--- src/rtl/cpu_seq_ctrl_pkg.sv ---
// Shared opcode, state and mux-select encodings for the accumulator sequencer and its datapath.
package cpu_seq_ctrl_pkg;

  typedef enum logic [2:0] {
    ST_FETCH  = 3'd0,
    ST_DECODE = 3'd1,
    ST_READ   = 3'd2,
    ST_WRITE  = 3'd3,
    ST_HALT   = 3'd4
  } state_e;

  typedef enum logic [2:0] {
    OP_LDA = 3'b000,
    OP_STA = 3'b001,
    OP_ADD = 3'b010,
    OP_SUB = 3'b011,
    OP_JMP = 3'b100,
    OP_JZ  = 3'b101,
    OP_NOP = 3'b110,
    OP_HLT = 3'b111
  } opcode_e;

  localparam logic [1:0] PC_SEL_INC  = 2'b00;
  localparam logic [1:0] PC_SEL_JMP  = 2'b01;
  localparam logic [1:0] PC_SEL_HOLD = 2'b10;

  localparam logic [1:0] AC_SEL_ALU = 2'b00;
  localparam logic [1:0] AC_SEL_MEM = 2'b01;

  localparam logic ALU_ADD = 1'b0;
  localparam logic ALU_SUB = 1'b1;

endpackage

--- src/rtl/cpu_seq_ctrl_if.sv ---
// Shared req/ready memory port between the sequencer (master) and the memory arbiter (slave).
interface cpu_seq_ctrl_if #(
  parameter int DATA_W = 16
);
  logic              mem_req;
  logic              mem_we;
  logic              addr_sel;
  logic [DATA_W-1:0] mem_rdata;
  logic              mem_ready;

  modport master (
    output mem_req, mem_we, addr_sel,
    input  mem_rdata, mem_ready
  );

  modport slave (
    input  mem_req, mem_we, addr_sel,
    output mem_rdata, mem_ready
  );
endinterface

--- src/rtl/cpu_seq_ctrl.sv ---
// Multi-cycle fetch/decode/execute sequencer for the accumulator datapath.
// Owns the IR and the retired-instruction counter; drives PC/AC mux selects and the memory port.
module cpu_seq_ctrl
  import cpu_seq_ctrl_pkg::*;
#(
  parameter int ADDR_W = 13,
  parameter int DATA_W = 16,
  parameter int RET_W  = 16
) (
  input  logic              clk,
  input  logic              reset,
  cpu_seq_ctrl_if.master    mem,
  input  logic              ac_zero,
  output logic [DATA_W-1:0] ir_q,
  output logic [1:0]        pc_sel,
  output logic [1:0]        ac_sel,
  output logic              ac_load,
  output logic              alu_op,
  output logic              halted,
  output logic [RET_W-1:0]  retired
);

  // Jump target is ir_q[ADDR_W-1:0], so the operand field must fit below the opcode.
  if (ADDR_W != DATA_W - 3) begin : g_bad_addr_w
    $error("ADDR_W must equal DATA_W-3");
  end

  state_e           state_q, state_d;
  logic [RET_W-1:0] retired_q;
  logic             ir_load;
  logic             retire;
  logic             req, we, asel;
  opcode_e          opcode;

  assign opcode = opcode_e'(ir_q[DATA_W-1 -: 3]);

  always_comb begin
    state_d = state_q;
    req     = 1'b0;
    we      = 1'b0;
    asel    = 1'b0;
    pc_sel  = PC_SEL_HOLD;
    ac_sel  = AC_SEL_ALU;
    ac_load = 1'b0;
    alu_op  = ALU_ADD;
    halted  = 1'b0;
    ir_load = 1'b0;
    retire  = 1'b0;
    case (state_q)
      ST_FETCH: begin
        req = 1'b1;
        if (mem.mem_ready) begin
          ir_load = 1'b1;
          pc_sel  = PC_SEL_INC;
          state_d = ST_DECODE;
        end
      end
      ST_DECODE: begin
        case (opcode)
          OP_LDA, OP_ADD, OP_SUB: state_d = ST_READ;
          OP_STA:                 state_d = ST_WRITE;
          OP_JMP: begin
            pc_sel  = PC_SEL_JMP;
            state_d = ST_FETCH;
            retire  = 1'b1;
          end
          OP_JZ: begin
            pc_sel  = ac_zero ? PC_SEL_JMP : PC_SEL_HOLD;
            state_d = ST_FETCH;
            retire  = 1'b1;
          end
          OP_NOP: begin
            state_d = ST_FETCH;
            retire  = 1'b1;
          end
          OP_HLT: begin
            state_d = ST_HALT;
            retire  = 1'b1;
          end
          default: state_d = ST_FETCH;
        endcase
      end
      ST_READ: begin
        req  = 1'b1;
        asel = 1'b1;
        if (mem.mem_ready) begin
          ac_load = 1'b1;
          ac_sel  = (opcode == OP_LDA) ? AC_SEL_MEM : AC_SEL_ALU;
          alu_op  = (opcode == OP_SUB) ? ALU_SUB : ALU_ADD;
          state_d = ST_FETCH;
          retire  = 1'b1;
        end
      end
      ST_WRITE: begin
        req  = 1'b1;
        we   = 1'b1;
        asel = 1'b1;
        if (mem.mem_ready) begin
          state_d = ST_FETCH;
          retire  = 1'b1;
        end
      end
      ST_HALT: halted = 1'b1;
      default: state_d = ST_FETCH;
    endcase

    // Reset overrides everything combinationally so an in-flight request is dropped this cycle.
    if (reset) begin
      state_d = ST_FETCH;
      req     = 1'b0;
      we      = 1'b0;
      asel    = 1'b0;
      pc_sel  = PC_SEL_HOLD;
      ac_sel  = AC_SEL_ALU;
      ac_load = 1'b0;
      alu_op  = ALU_ADD;
      halted  = 1'b0;
      ir_load = 1'b0;
      retire  = 1'b0;
    end
  end

  always_ff @(posedge clk) begin
    if (reset) begin
      state_q   <= ST_FETCH;
      ir_q      <= '0;
      retired_q <= '0;
    end else begin
      state_q <= state_d;
      if (ir_load) ir_q <= mem.mem_rdata;
      if (retire) retired_q <= retired_q + 1'b1;
    end
  end

  assign mem.mem_req  = req;
  assign mem.mem_we   = we;
  assign mem.addr_sel = asel;
  assign retired      = retired_q;

endmodule
--- src/flat_wrapper.sv ---
// flat-port wrapper written by rule: the top's interface ports become plain ports
module cpu_seq_ctrl_flat import cpu_seq_ctrl_pkg::*;
#(
  parameter int ADDR_W = 13,
  parameter int DATA_W = 16,
  parameter int RET_W  = 16
)
  (clk, reset, ac_zero, ir_q, pc_sel, ac_sel, ac_load, alu_op, halted, retired, mem_mem_req, mem_mem_we, mem_addr_sel, mem_mem_rdata, mem_mem_ready);
  cpu_seq_ctrl_if #(.DATA_W(DATA_W)) mem_i ();
  input  logic clk;
  input  logic reset;
  input  logic ac_zero;
  output logic [DATA_W-1:0] ir_q;
  output logic [1:0] pc_sel;
  output logic [1:0] ac_sel;
  output logic ac_load;
  output logic alu_op;
  output logic halted;
  output logic [RET_W-1:0] retired;
  output wire logic [$bits(mem_i.mem_req)-1:0] mem_mem_req;
  output wire logic [$bits(mem_i.mem_we)-1:0] mem_mem_we;
  output wire logic [$bits(mem_i.addr_sel)-1:0] mem_addr_sel;
  input wire logic [$bits(mem_i.mem_rdata)-1:0] mem_mem_rdata;
  input wire logic [$bits(mem_i.mem_ready)-1:0] mem_mem_ready;
  assign mem_mem_req = mem_i.mem_req;
  assign mem_mem_we = mem_i.mem_we;
  assign mem_addr_sel = mem_i.addr_sel;
  assign mem_i.mem_rdata = mem_mem_rdata;
  assign mem_i.mem_ready = mem_mem_ready;
  cpu_seq_ctrl #(.ADDR_W(ADDR_W), .DATA_W(DATA_W), .RET_W(RET_W)) u_core (.clk(clk), .reset(reset), .mem(mem_i), .ac_zero(ac_zero), .ir_q(ir_q), .pc_sel(pc_sel), .ac_sel(ac_sel), .ac_load(ac_load), .alu_op(alu_op), .halted(halted), .retired(retired));
endmodule
--- config.mk ---
export PLATFORM = sky130hd
export DESIGN_NAME = cpu_seq_ctrl_flat
export DESIGN_NICKNAME = d
export VERILOG_FILES = /design/src/rtl/cpu_seq_ctrl_pkg.sv /design/src/rtl/cpu_seq_ctrl_if.sv /design/src/rtl/cpu_seq_ctrl.sv /design/src/flat_wrapper.sv
export SDC_FILE = /design/constraint.sdc
export NUM_CORES = 1
export LEC_CHECK = 0
export CAP_MARGIN = 10
export CORE_MARGIN = 2
export CORE_UTILIZATION = 47
export DETAILED_ROUTE_END_ITERATION = 7
export PLACE_DENSITY = 0.84
export SYNTH_ARGS = -nofsm -noshare
export SYNTH_HDL_FRONTEND = slang
export SYNTH_SLANG_ARGS = --single-unit
--- constraint.sdc ---
create_clock -name clk -period 2.7 [get_ports clk]
set_input_delay 0.81 -clock clk [delete_from_list [all_inputs] [get_ports clk]]
set_output_delay 0.81 -clock clk [all_outputs]
set_load 0.01 [all_outputs]
Word-level counts from Yosys, hierarchy flattened --
Index checks and enable logic that the tools add are counted. W data, S select, Z words.
Word-level totals: input bits 20, output and inout bits 42, register bits after elaboration 35
Cells by class: $add $sub $neg 1, reduce and logical (&&, ||, !) cells 8, bitwise logic cells 1, eq/ne operators 13, mux-type cells 33
Operator list (count):
- $pmux W3 S4 | 2
- $mux W1 | 20
- $add A16 B1 Y16 const B | 1
- $eq A3 B3 Y1 const B | 5
- $eq A3 B2 Y1 const B | 4
- $mux W2 | 6
- $reduce_or A3 Y1 | 3
- $pmux W2 S2 | 2
- $eq A3 B1 Y1 const B | 2
- $logic_not A3 Y1 | 2
- $mux W3 | 2
- $reduce_or A4 Y1 | 1
- $reduce_and A3 Y1 | 1
- $ne A2 B1 Y1 const B | 1
- $ne A2 B2 Y1 const B | 1
- $pmux W1 S2 | 1
- $reduce_or A2 Y1 | 1
- $not A1 Y1 | 1

Depth between registers and ports, before layout --
depth in word-level cells 5, depth in mapped cells 7, depth with buffers taken out 5

Worst setup path after synthesis --
Ideal clock, no wire load.
kind input port to output port, start in reset, end out ac_sel[0], arrival 1.937 ns, stages on the path 5, required time 1.890 ns, path slack -0.047 ns, cells stage by stage or2_2 > clkbuf_1 > nor2_1 > nand2_1 > nor4_1
Between the ends: longest elaborated chain between the ends 1
Ends and longest elaborated chain:
- from (decl) | line flat_wrapper.sv:11 | input logic reset;
- $mux W2 | line cpu_seq_ctrl.sv:108 | if (reset) begin
- to (decl) | line flat_wrapper.sv:15 | output logic [1:0] ac_sel;
Every way passes these cells.

Final worst setup path --
start in ac_zero, end out pc_sel[0]
Between the ends: longest elaborated chain between the ends 4
Ends and longest elaborated chain:
- from (decl) | line flat_wrapper.sv:12 | input logic ac_zero;
- $mux W2 | line cpu_seq_ctrl.sv:68 | pc_sel = ac_zero ? PC_SEL_JMP : PC_SEL_HOLD;
- $pmux W2 S2 | line cpu_seq_ctrl.sv:59 | case (opcode)
- $pmux W2 S2 | line cpu_seq_ctrl.sv:49 | case (state_q)
- $mux W2 | line cpu_seq_ctrl.sv:108
- to (decl) | line flat_wrapper.sv:14 | output logic [1:0] pc_sel;
Every way passes these cells.

==> metrics.cfg <==
[yosys]
post_synthesis_async_set_or_reset_flop_share_pct=0
synth.yosys.seq_area_share_pct=42.4
netlist.top_cell.by_area=sky130_fd_sc_hd__dfxtp_1
area_contributors_post_synth=sky130_fd_sc_hd__dfxtp_1, sky130_fd_sc_hd__nand2_1, sky130_fd_sc_hd__a21oi_1, sky130_fd_sc_hd__nor2_1, sky130_fd_sc_hd__xnor2_1
synth_commonest_cells=sky130_fd_sc_hd__nand2_1, sky130_fd_sc_hd__dfxtp_1, sky130_fd_sc_hd__a21oi_1, sky130_fd_sc_hd__nor2_1
ys_seq_elements=35
synth_xor_area_share_pct=3.71
post_synth_mux_area_share_pct=0.606
postSynthNetCount=227
syn_avg_cell_area_um2=8.02
synth_enable_flop_cells=0
dominant_combinational_cell_family_by_area_after_synthesis=simple AND/OR/NAND/NOR gates
post_synth_fa_ha_maj_area_fraction_pct=0.758
syn_inst=206
yosysMostFrequentCell=sky130_fd_sc_hd__nand2_1
synth-main-ff-cell=sky130_fd_sc_hd__dfxtp_1
synthesis.area_um2=1650
synthDominantCellAreaShare_pct=42.4
yosysWarningCount=0
synth_compound_gate_area_share_pct=17.4
post_synth_and_or_nand_nor_area_fraction_pct=29.5
synth_cell_type_count=41

[floorplanning]
fp_rows=21
top_level_port_count=62
standard_cell_core_area_um2=3360
die_area_um2=4000
start_util_pct=49.1
die_h_um=63.3
floorplan.die.width_um=63.3

[worst_setup_path]
critPathMaxFanout=2
setup.worst_path.start_class=primary input
timing.critical_path.from=ac_zero
worst-r2r-cell-count=4
critical_path_arrival_ps=1830
endpoint_of_the_lowest_slack_register_to_register_path=u_core.retired[14]
worst_r2r_startpoint=u_core.state_q[0]
worst-r2r-setup-slack_ps=810
timing.critical_path.required_ps=1890
critPathCapture=pc_sel[0]
worst-setup-path-type=primary input to output pin
critPathCaptureType=output pin

[layout]
layout.cell_area.non_filler_um2=2460
diodes=0
layout.filler_cells=277
num-nets-final=294
flow.area_growth_from_synthesis_pct=48.8
final_layout_size_suffix_gt1_share_pct=14.7

[sta]
finalSetupViolCount=0
max-slew-margin-rel_pct=63.7
fmax_mhz=379
final-max-slew-violation-count=0
grt_setup_unrepaired=false
holdWs_ps=459
timing.final.crit_share_pct=97.8
worstMarginPinSlew_ps=531
clock_skew_ps=12.7
timing.final.hold_violations=0
final_period_minus_worst_setup_slack_ps=2640

[cts]
cts_num_sinks=35
tritoncts_clock_tree=done
cts_max_level=2
clk_root_buffer_cell=sky130_fd_sc_hd__clkbuf_4
numCtsBuffers=5
path_clk_slew_ps=90
clkLatencyLatePin_ps=340
cts_max_path_buffers=2

[power_and_ir_drop]
power.share.clock_pct=33.1
switching_share_of_total_power_pct=24.1
internal_power_w=0.000816
power.switching_w=0.000260
seq_power_share_pct=50.9
comb_power_share_pct=16.0
leakage_nw=0.898
ir_worst_vdd_mv=0.310
p_per_area_nw_per_um2=438

[placed_design]
dpl-instance-area_um2=2320
hpwlAfterDp_um=2880
gp_routability_congestion=0.788
numPortBuffers=60

[route]
final_antenna_net_count=0
vias_per_cell=5.26
drtPass1Iterations=4
vias=1678
route.final.wire_length_um=4280
wl_per_cell_um=13.4
remaining_drcs=0
drtIter0Drc=86

[job]
max_cap_violations=0

[global_routing]
grt_first_pass_wirelength_um=7170
grtUsageTotal_pct=22.5
first_global_vias=1601
grt_antenna_before_repair=0
grt_max_degree=20
leftover_overflow_at_the_end_of_global_routing=0

[worst_hold_path]
min-delay-path-class=flip-flop to flip-flop
timing.hold.worst_path_depth=2

[run_status]
run_status=finished clean

## flip-flops by register name, indices dropped and copies added (netlist names)
name            count
u_core.ir_q        16
u_core.retired     16
u_core.state_q      3
## cells in the final DEF, fill, tap and decap left out, types with 2 or more instances in the layout
cell and instances:
sky130_fd_sc_hd__nand2_1 42, sky130_fd_sc_hd__clkdlybuf4s50_1 49, sky130_fd_sc_hd__nor2_1 14, sky130_fd_sc_hd__nand4_1 2
sky130_fd_sc_hd__nand3_1 7, sky130_fd_sc_hd__nor3_1 6, sky130_fd_sc_hd__nand2b_1 3, sky130_fd_sc_hd__buf_4 10
sky130_fd_sc_hd__xnor2_1 6, sky130_fd_sc_hd__and4_1 2, sky130_fd_sc_hd__dlygate4sd2_1 3, sky130_fd_sc_hd__buf_2 5
sky130_fd_sc_hd__clkbuf_4 5, sky130_fd_sc_hd__dfxtp_1 35, sky130_fd_sc_hd__o21ai_0 7, sky130_fd_sc_hd__or3_2 3
sky130_fd_sc_hd__a211oi_1 3, sky130_fd_sc_hd__or3_1 2, sky130_fd_sc_hd__a2111oi_0 2, sky130_fd_sc_hd__a21oi_1 29
sky130_fd_sc_hd__inv_1 6
## logic make-up after synthesis
| group | count (synthesis) |
|---|---|
| buffers and inverters | 18 |
| XOR/XNOR | 7 |
| AO/OA/AOI/OAI | 47 |
| AND/OR/NAND/NOR | 96 |
| flip-flops | 35 |
| multiplexers | 1 |
| adder cells (fa/ha/maj) | 1 |
| other | 1 |
## through the flow
stage,setup WS [ps],util (%),TNS (ps),cells,total power [W]
2_1_floorplan,25.6,-,0,206,0.000634
3_3_place_gp,-547,69.1,-4040,310,0.000715
3_5_place_dp,-644,69.1,-4380,310,0.000718
4_1_cts,9.45,72.4,0,318,0.00108
5_1_grt,1.51,73.1,0,319,0.00112
6_report,60.5,73.1,0,319,0.00108
## layout make-up
class	instances	area, um2	share of cell area (%)
Sequential cell	35	701	28.5
Inverter	6	22.5	0.916
Multi-Input combinational cell	153	907	36.9
Tap cell	46	57.6	2.34
Clock buffer	6	41.3	1.68
Clock inverter	1	30.0	1.22
Timing Repair Buffer	72	698	28.4
## power by group through the flow
stage / clock network [W] / registers [W] / logic [W]
final: 0.000356 / 0.000548 / 0.000172
after global routing: 0.000382 / 0.000551 / 0.000187
after CTS: 0.000364 / 0.000547 / 0.000169
after detailed placement: 0 / 0.000558 / 0.000160
after global placement: 0 / 0.000558 / 0.000157
after floorplan: 0 / 0.000560 / 0.0000748
## what timing repair did
item	CTS	global route
hold buffers	0	0
buffers inserted	0	1
endpoints found under the setup margin	9	4
gates cloned	1	0
gates resized for setup	37	5
hold endpoints to repair	0	0
pin swaps	0	2
## layer usage
| metal | share of wire (%) | global-route usage, % |
|---|---|---|
| met1 | 44 | 26.9 |
| met2 | 48 | 38.2 |
| met3 | 5.2 | 6.61 |
| met4 | 2.3 | 8.42 |
| met5 | 0 | 0 |
## how the worst min path moves through the flow
stage / startpoint / to
2_1_floorplan: u_core.ir_q[0] / u_core.ir_q[0]
3_3_place_gp: u_core.ir_q[3] / u_core.ir_q[3]
3_5_place_dp: u_core.ir_q[3] / u_core.ir_q[3]
4_1_cts: u_core.ir_q[3] / u_core.ir_q[3]
5_1_grt: u_core.ir_q[3] / u_core.ir_q[3]
6_report: u_core.ir_q[1] / u_core.ir_q[1]
## worst max-delay path: stages
cell and delay (ps):
sky130_fd_sc_hd__clkdlybuf4s50_1 450, sky130_fd_sc_hd__nand2b_1 90, sky130_fd_sc_hd__nand3b_1 90, sky130_fd_sc_hd__nor3_1 220, sky130_fd_sc_hd__buf_2 170
Power figures use the tool's default switching activity.
